`config.mk`:
```
export PLATFORM = sky130hd
export DESIGN_NAME = gcd_sched_flat
export DESIGN_NICKNAME = d
export VERILOG_FILES = /design/src/rtl/gcd_sched_pkg.sv /design/src/rtl/gcd_sched_if.sv /design/src/rtl/gcd_sched_rr_arbiter.sv /design/src/rtl/gcd_sched.sv /design/src/flat_wrapper.sv
export SDC_FILE = /design/constraint.sdc
export NUM_CORES = 1
export LEC_CHECK = 0
export ABC_AREA = 1
export CAP_MARGIN = 20
export CORE_UTILIZATION = 25
export DETAILED_ROUTE_END_ITERATION = 10
export MAX_ROUTING_LAYER = met4
export PLACE_DENSITY_LB_ADDON = 0.2
export SETUP_SLACK_MARGIN = 0.4
export SLEW_MARGIN = 20
export SYNTH_ARGS = -nofsm -noshare
export SYNTH_HDL_FRONTEND = slang
export SYNTH_SLANG_ARGS = --single-unit
```
`constraint.sdc`:
```
create_clock -name clk -period 4.4 [get_ports clk]
set_clock_uncertainty 0.2 [all_clocks]
set_input_delay 0.88 -clock clk [delete_from_list [all_inputs] [get_ports clk]]
set_output_delay 0.88 -clock clk [all_outputs]
set_load 0.05 [all_outputs]
```
`src/rtl/gcd_sched_pkg.sv`:
```
// Shared types and helpers for the round-robin GCD scheduler.
package gcd_sched_pkg;

    typedef enum logic [1:0] {
        IDLE = 2'd0,
        LOAD = 2'd1,
        RUN  = 2'd2,
        RESP = 2'd3
    } state_t;

    // Index width, never below one bit so single-bit ids stay legal.
    function automatic int id_width(input int n);
        return (n > 1) ? $clog2(n) : 1;
    endfunction

endpackage

```
`src/rtl/gcd_sched_if.sv`:
```
// Request/response handshake bundle between requesters and the scheduler.
interface gcd_sched_if #(
    parameter int NREQ = 4,
    parameter int W    = 16
);
    import gcd_sched_pkg::*;

    localparam int IDW = id_width(NREQ);

    logic [NREQ-1:0]   req_valid;
    logic [NREQ*W-1:0] req_a;
    logic [NREQ*W-1:0] req_b;
    logic [NREQ-1:0]   req_ready;
    logic              rsp_valid;
    logic [IDW-1:0]    rsp_id;
    logic [W-1:0]      rsp_gcd;
    logic              rsp_err;
    logic              rsp_ready;

    modport master (
        output req_valid, req_a, req_b, rsp_ready,
        input  req_ready, rsp_valid, rsp_id, rsp_gcd, rsp_err
    );

    modport slave (
        input  req_valid, req_a, req_b, rsp_ready,
        output req_ready, rsp_valid, rsp_id, rsp_gcd, rsp_err
    );

endinterface

```
`src/rtl/gcd_sched_rr_arbiter.sv`:
```
// Combinational round-robin pick: first asserted request at or after i_ptr, wrapping.
module rr_arbiter #(
    parameter int NREQ = 4,
    parameter int IDW  = 2
) (
    input  logic [NREQ-1:0] i_req,
    input  logic [IDW-1:0]  i_ptr,
    output logic [NREQ-1:0] o_grant,
    output logic [IDW-1:0]  o_idx,
    output logic            o_any
);
    localparam int SW = IDW + 1;

    logic [SW-1:0]  w_sum;
    logic [IDW-1:0] w_pos;

    always_comb begin
        o_grant = '0;
        o_idx   = '0;
        o_any   = 1'b0;
        w_sum   = '0;
        w_pos   = '0;
        for (int k = 0; k < NREQ; k++) begin
            // One extra bit keeps ptr+k from overflowing before the wrap.
            w_sum = {1'b0, i_ptr} + SW'(k);
            if (w_sum >= SW'(NREQ))
                w_sum = w_sum - SW'(NREQ);
            w_pos = w_sum[IDW-1:0];
            if (!o_any && i_req[w_pos]) begin
                o_any          = 1'b1;
                o_grant[w_pos] = 1'b1;
                o_idx          = w_pos;
            end
        end
    end

endmodule

```
`src/rtl/gcd_sched.sv`:
```
// Shares one subtractive GCD engine among NREQ requesters, one job at a time,
// with zero-operand bypass and a RUN-state watchdog.
module gcd_sched
    import gcd_sched_pkg::*;
#(
    parameter int NREQ    = 4,
    parameter int W       = 16,
    parameter int MAX_CYC = 70000
) (
    input  logic         clk,
    input  logic         rst_n,
    gcd_sched_if.slave   bus,
    output logic         eng_start,
    output logic [W-1:0] eng_a,
    output logic [W-1:0] eng_b,
    input  logic         eng_done,
    input  logic [W-1:0] eng_result,
    output logic         eng_abort,
    output logic         busy
);
    localparam int IDW = id_width(NREQ);
    localparam int CW  = $clog2(MAX_CYC + 1);
    localparam logic [CW-1:0]  CNT_LAST = CW'(MAX_CYC - 1);
    localparam logic [IDW-1:0] ID_LAST  = IDW'(NREQ - 1);

    state_t         r_state;
    logic [IDW-1:0] r_ptr;
    logic [IDW-1:0] r_id;
    logic [W-1:0]   r_a;
    logic [W-1:0]   r_b;
    logic [W-1:0]   r_gcd;
    logic           r_err;
    logic           r_start;
    logic [CW-1:0]  r_cnt;

    logic [NREQ-1:0] w_grant;
    logic [IDW-1:0]  w_idx;
    logic            w_any;
    logic [W-1:0]    w_sel_a;
    logic [W-1:0]    w_sel_b;
    logic            w_timeout;

    rr_arbiter #(
        .NREQ (NREQ),
        .IDW  (IDW)
    ) u_arb (
        .i_req   (bus.req_valid),
        .i_ptr   (r_ptr),
        .o_grant (w_grant),
        .o_idx   (w_idx),
        .o_any   (w_any)
    );

    always_comb begin
        w_sel_a = '0;
        w_sel_b = '0;
        for (int k = 0; k < NREQ; k++) begin
            if (w_grant[k]) begin
                w_sel_a = bus.req_a[k*W +: W];
                w_sel_b = bus.req_b[k*W +: W];
            end
        end
    end

    // A completion in the final budget cycle takes priority over the abort.
    assign w_timeout = (r_state == RUN) && !eng_done && (r_cnt == CNT_LAST);

    assign bus.req_ready = (rst_n && (r_state == IDLE)) ? w_grant : '0;
    assign bus.rsp_valid = (r_state == RESP);
    assign bus.rsp_id    = r_id;
    assign bus.rsp_gcd   = r_gcd;
    assign bus.rsp_err   = r_err;
    assign eng_start     = r_start;
    assign eng_a         = r_a;
    assign eng_b         = r_b;
    assign eng_abort     = w_timeout;
    assign busy          = (r_state != IDLE);

    always_ff @(posedge clk or negedge rst_n) begin
        if (!rst_n) begin
            r_state <= IDLE;
            r_ptr   <= '0;
            r_id    <= '0;
            r_a     <= '0;
            r_b     <= '0;
            r_gcd   <= '0;
            r_err   <= 1'b0;
            r_start <= 1'b0;
            r_cnt   <= '0;
        end else begin
            case (r_state)
                IDLE: begin
                    if (w_any) begin
                        r_id <= w_idx;
                        r_a  <= w_sel_a;
                        r_b  <= w_sel_b;
                        if ((w_sel_a == '0) || (w_sel_b == '0)) begin
                            r_gcd   <= w_sel_a | w_sel_b;
                            r_err   <= 1'b0;
                            r_state <= RESP;
                        end else begin
                            r_start <= 1'b1;
                            r_state <= LOAD;
                        end
                    end
                end
                LOAD: begin
                    r_start <= 1'b0;
                    r_cnt   <= '0;
                    r_state <= RUN;
                end
                RUN: begin
                    r_cnt <= r_cnt + 1'b1;
                    if (eng_done) begin
                        r_gcd   <= eng_result;
                        r_err   <= 1'b0;
                        r_state <= RESP;
                    end else if (w_timeout) begin
                        r_gcd   <= '0;
                        r_err   <= 1'b1;
                        r_state <= RESP;
                    end
                end
                RESP: begin
                    if (bus.rsp_ready) begin
                        r_ptr   <= (r_id == ID_LAST) ? '0 : r_id + 1'b1;
                        r_state <= IDLE;
                    end
                end
                default: r_state <= IDLE;
            endcase
        end
    end

endmodule

```
`src/flat_wrapper.sv`:
```
// flat-port wrapper written by rule: the top's interface ports become plain ports
module gcd_sched_flat import gcd_sched_pkg::*;
#(
    parameter int NREQ    = 4,
    parameter int W       = 16,
    parameter int MAX_CYC = 70000
)
  (clk, rst_n, eng_start, eng_a, eng_b, eng_done, eng_result, eng_abort, busy, bus_req_valid, bus_req_a, bus_req_b, bus_rsp_ready, bus_req_ready, bus_rsp_valid, bus_rsp_id, bus_rsp_gcd, bus_rsp_err);
  gcd_sched_if #(.NREQ(NREQ), .W(W)) bus_i ();
  input  logic clk;
  input  logic rst_n;
  output logic eng_start;
  output logic [W-1:0] eng_a;
  output logic [W-1:0] eng_b;
  input  logic eng_done;
  input  logic [W-1:0] eng_result;
  output logic eng_abort;
  output logic busy;
  input wire logic [$bits(bus_i.req_valid)-1:0] bus_req_valid;
  input wire logic [$bits(bus_i.req_a)-1:0] bus_req_a;
  input wire logic [$bits(bus_i.req_b)-1:0] bus_req_b;
  input wire logic [$bits(bus_i.rsp_ready)-1:0] bus_rsp_ready;
  output wire logic [$bits(bus_i.req_ready)-1:0] bus_req_ready;
  output wire logic [$bits(bus_i.rsp_valid)-1:0] bus_rsp_valid;
  output wire logic [$bits(bus_i.rsp_id)-1:0] bus_rsp_id;
  output wire logic [$bits(bus_i.rsp_gcd)-1:0] bus_rsp_gcd;
  output wire logic [$bits(bus_i.rsp_err)-1:0] bus_rsp_err;
  assign bus_i.req_valid = bus_req_valid;
  assign bus_i.req_a = bus_req_a;
  assign bus_i.req_b = bus_req_b;
  assign bus_i.rsp_ready = bus_rsp_ready;
  assign bus_req_ready = bus_i.req_ready;
  assign bus_rsp_valid = bus_i.rsp_valid;
  assign bus_rsp_id = bus_i.rsp_id;
  assign bus_rsp_gcd = bus_i.rsp_gcd;
  assign bus_rsp_err = bus_i.rsp_err;
  gcd_sched #(.NREQ(NREQ), .W(W), .MAX_CYC(MAX_CYC)) u_core (.clk(clk), .rst_n(rst_n), .bus(bus_i), .eng_start(eng_start), .eng_a(eng_a), .eng_b(eng_b), .eng_done(eng_done), .eng_result(eng_result), .eng_abort(eng_abort), .busy(busy));
endmodule
```
==> flow_metrics.tcl <==
set metrics [dict create \
    p_leak_nw 3.69 \
    synth_top_area_share_pct 34.9 \
    ys.warnings.count 0 \
    required_ns 3.32 \
    crit_arrival_ns 2.72 \
    dieWidth_um 147 \
    dp_hpwl_um 16500 \
    power.density_nw_per_um2 948 \
    critPathLaunchType "input pin" \
    routed_wl_um 21200 \
    vias_per_cell 4.63 \
    dp.cells 1234 \
    max_freq_ghz 0.263 \
    boundaryPins 211 \
    yosysTopAreaCell "dfrtp_1" \
    drc_errors 0 \
    worstMarginPinSlew_ns 0.788 \
    core_area_um2 20400 \
    fin_tns_setup_ns 0 \
    hold_buffers 0 \
    drt-initial-drc-count 316 \
    initial_core_util_pct 25.7 \
    clock_latency_ns 0.34 \
    cts_root_buf "clkbuf_16" \
    grt_remaining_overflow 0 \
    maxSlewViolCount 0 \
    rows 52 \
    multi_input_area_um2 2980 \
    syn_to_final_growth_pct 54.1 \
    cp_slowest_cell "clkdlybuf4s50_1" \
    port-buffer-count 210 \
    ys.flop_type "dfrtp_1" \
    worstPathCellList "clkdlybuf4s50_1 -> inv_1 -> nand2_1 -> nand3_2 -> nand2_4 -> nor2_4 -> a21boi_2 -> nand3_4 -> buf_4 -> buf_4 -> nand2_1 -> inv_1 -> buf_6" \
    die_h_um 147 \
    htreeDepth 3 \
    synth_edf_count 0 \
    cp-end-kind "output port" \
    nFillCells 2171 \
    seq_area_frac_synth_pct 34.9 \
    grtUsageTotal_pct 19.9 \
    ir_drop_mv 0.279 \
    outcome "finished clean" \
    grt_pass1_wl_um 31900 \
    cts_buffers 9 \
    slew_headroom_pct 47.3 \
    finalHoldViolations 0 \
    via_count 5826 \
    critical_path_class "in -> out" \
    min_period_ns 3.80 \
    grt_max_degree 47 \
    ys_types 37 \
    yosys-top-cells-area "dfrtp_1 (35%), nand2_1 (16%), a21oi_1 (7.5%), nand3_1 (7.1%), nor2_1 (5.2%)" \
    dieArea_um2 21500 \
    antenna-diode-count 0 \
    drive_gt1_share_pct 8.60 \
    post-place-ws_ns 0.185 \
    cap_violations 0 \
    hold_class "in -> async" \
    path_delay_family "buffers and inverters" \
    syn-num-nets 947 \
    finalSetupViolCount 0 \
    syn_area_um2 5230 \
    fin_ws_ns 0.598 \
    ys_seq_elements 73 \
    synth.most_common_cell "nand2_1" \
    synth_common_cells "nand2_1 (228), a21oi_1 (78), nand3_1 (74), dfrtp_1 (73), nor2_1 (73)" \
    fin_nets 1150 \
    gp_congestion 0.907 \
    cts_tree "done" \
    path_clk_slew_ns 0.06 \
    layout.cells.non_filler 1258 \
    rsz0062_at_grt "true" \
    p_total_mw 7.64 \
    dr.pass1.iters 5 \
    regArea_um2 1830 \
    syn_inst 781 \
    min_period_over_period_pct 86.4 \
    synth.avg_cell_area_um2 6.70 \
    cp_max_fo 7 \
    wl_per_cell_um 16.8 \
    grt_pass1_vias 5760 \
    cts_max_path_buffers 2 \
    critPathBufInv 6 \
    drt.antenna.violating_nets 0 \
    postSynth.asyncResetShare_pct 100 \
    max_stage_delay_ns 0.51 \
    antenna_found_initial 0 \
    clock_sinks 73 \
]
-- final timing paths --
check / startpoint / to / slack (ns) / cells after the start
worst max register to register: u_core.r_ptr[1] / u_core.bus.rsp_gcd[9] / 0.86 / 23
worst min register to register: u_core.bus.rsp_gcd[15] / u_core.bus.rsp_gcd[15] / 0.28 / 2
max in group asynchronous: rst_n / u_core.r_ptr[1] / 2.71 / 2
min in group clk: u_core.bus.rsp_gcd[15] / u_core.bus.rsp_gcd[15] / 0.28 / 2
worst max-delay path: bus_req_valid[3] / bus_req_ready[2] / 0.60 / 13
worst min-delay path: rst_n / u_core.bus.rsp_gcd[6] / 0.27 / 1
-- metal layers --
| metal | vias up | GRT usage [%] | share of wire (%) |
|---|---|---|---|
| li1 | 2969 | - | - |
| met1 | 2659 | 23.6 | 42 |
| met2 | 177 | 34.3 | 50 |
| met3 | 21 | 4.25 | 6.6 |
| met4 | 0 | 4.58 | 1.3 |
| met5 | - | - | 0 |
-- final cells by class --
cell class | count | share of cell area (%)
clock buffers | 12 | 3.06
clock inverters | 3 | 0.217
inverters | 73 | 3.46
multi-input cells | 597 | 37.0
flip-flops and latches | 73 | 22.7
well taps | 270 | 4.19
repair buffers | 230 | 29.4
-- metrics by stage --
stage | utilization (%) | hold WS [ns] | area, um^2
after CTS | 38.7 | 0.285 | 7880
after global routing | 39.6 | 0.295 | 8060
after global placement | 37.4 | 0.262 | 7620
after floorplan | - | 0.276 | 5230
final | 39.6 | 0.269 | 8060
after detailed placement | 37.4 | 0.266 | 7620
-- power breakdown --
group          internal, mW  leakage, nW  switching (mW)
Sequential            0.956        0.899           0.184
Clock                 0.393        0.128           0.288
Combinational          1.90         2.66            3.92
Total                  3.25         3.69            4.39
-- placed cells by master (no fill, tap or decap), types with 4 or more instances in the layout --
master	n
nand2_1	222
clkdlybuf4s50_1	205
a21oi_1	78
nand3_1	74
nor2_1	72
dfrtp_1	72
inv_1	67
a31oi_1	32
o21ai_0	27
nand2_2	23
nor3_1	15
ha_1	14
buf_4	13
clkbuf_16	10
buf_12	8
nand4_1	7
nand2_4	5
inv_2	4
-- state kept, by name, indices dropped and copies added (netlist names) --
register,cells
u_core.bus.rsp_err,1
u_core.bus.rsp_id,2
u_core.r_cnt,17
u_core.r_ptr,2
u_core.eng_a,16
u_core.bus.rsp_gcd,16
u_core.eng_start,1
u_core.eng_b,16
u_core.r_state,2
-- cells by family (layout without fill, tap and decap cells) --
family	Yosys count	count (layout)	share of synthesized area [%]
flip-flops	73	73	34.9
adder cells (fa/ha/maj)	14	14	3.35
buffers and inverters	114	318	9.83
AO/OA/AOI/OAI	147	147	15.5
AND/OR/NAND/NOR	431	434	36.1
XOR/XNOR	2	2	0.335
-- timing repair --
item | in CTS | in global routing
gates resized for setup | 0 | 19
setup buffers | 0 | 5
setup endpoints to repair | 0 | 19
Note: power is estimated with default switching activity, not from simulation.
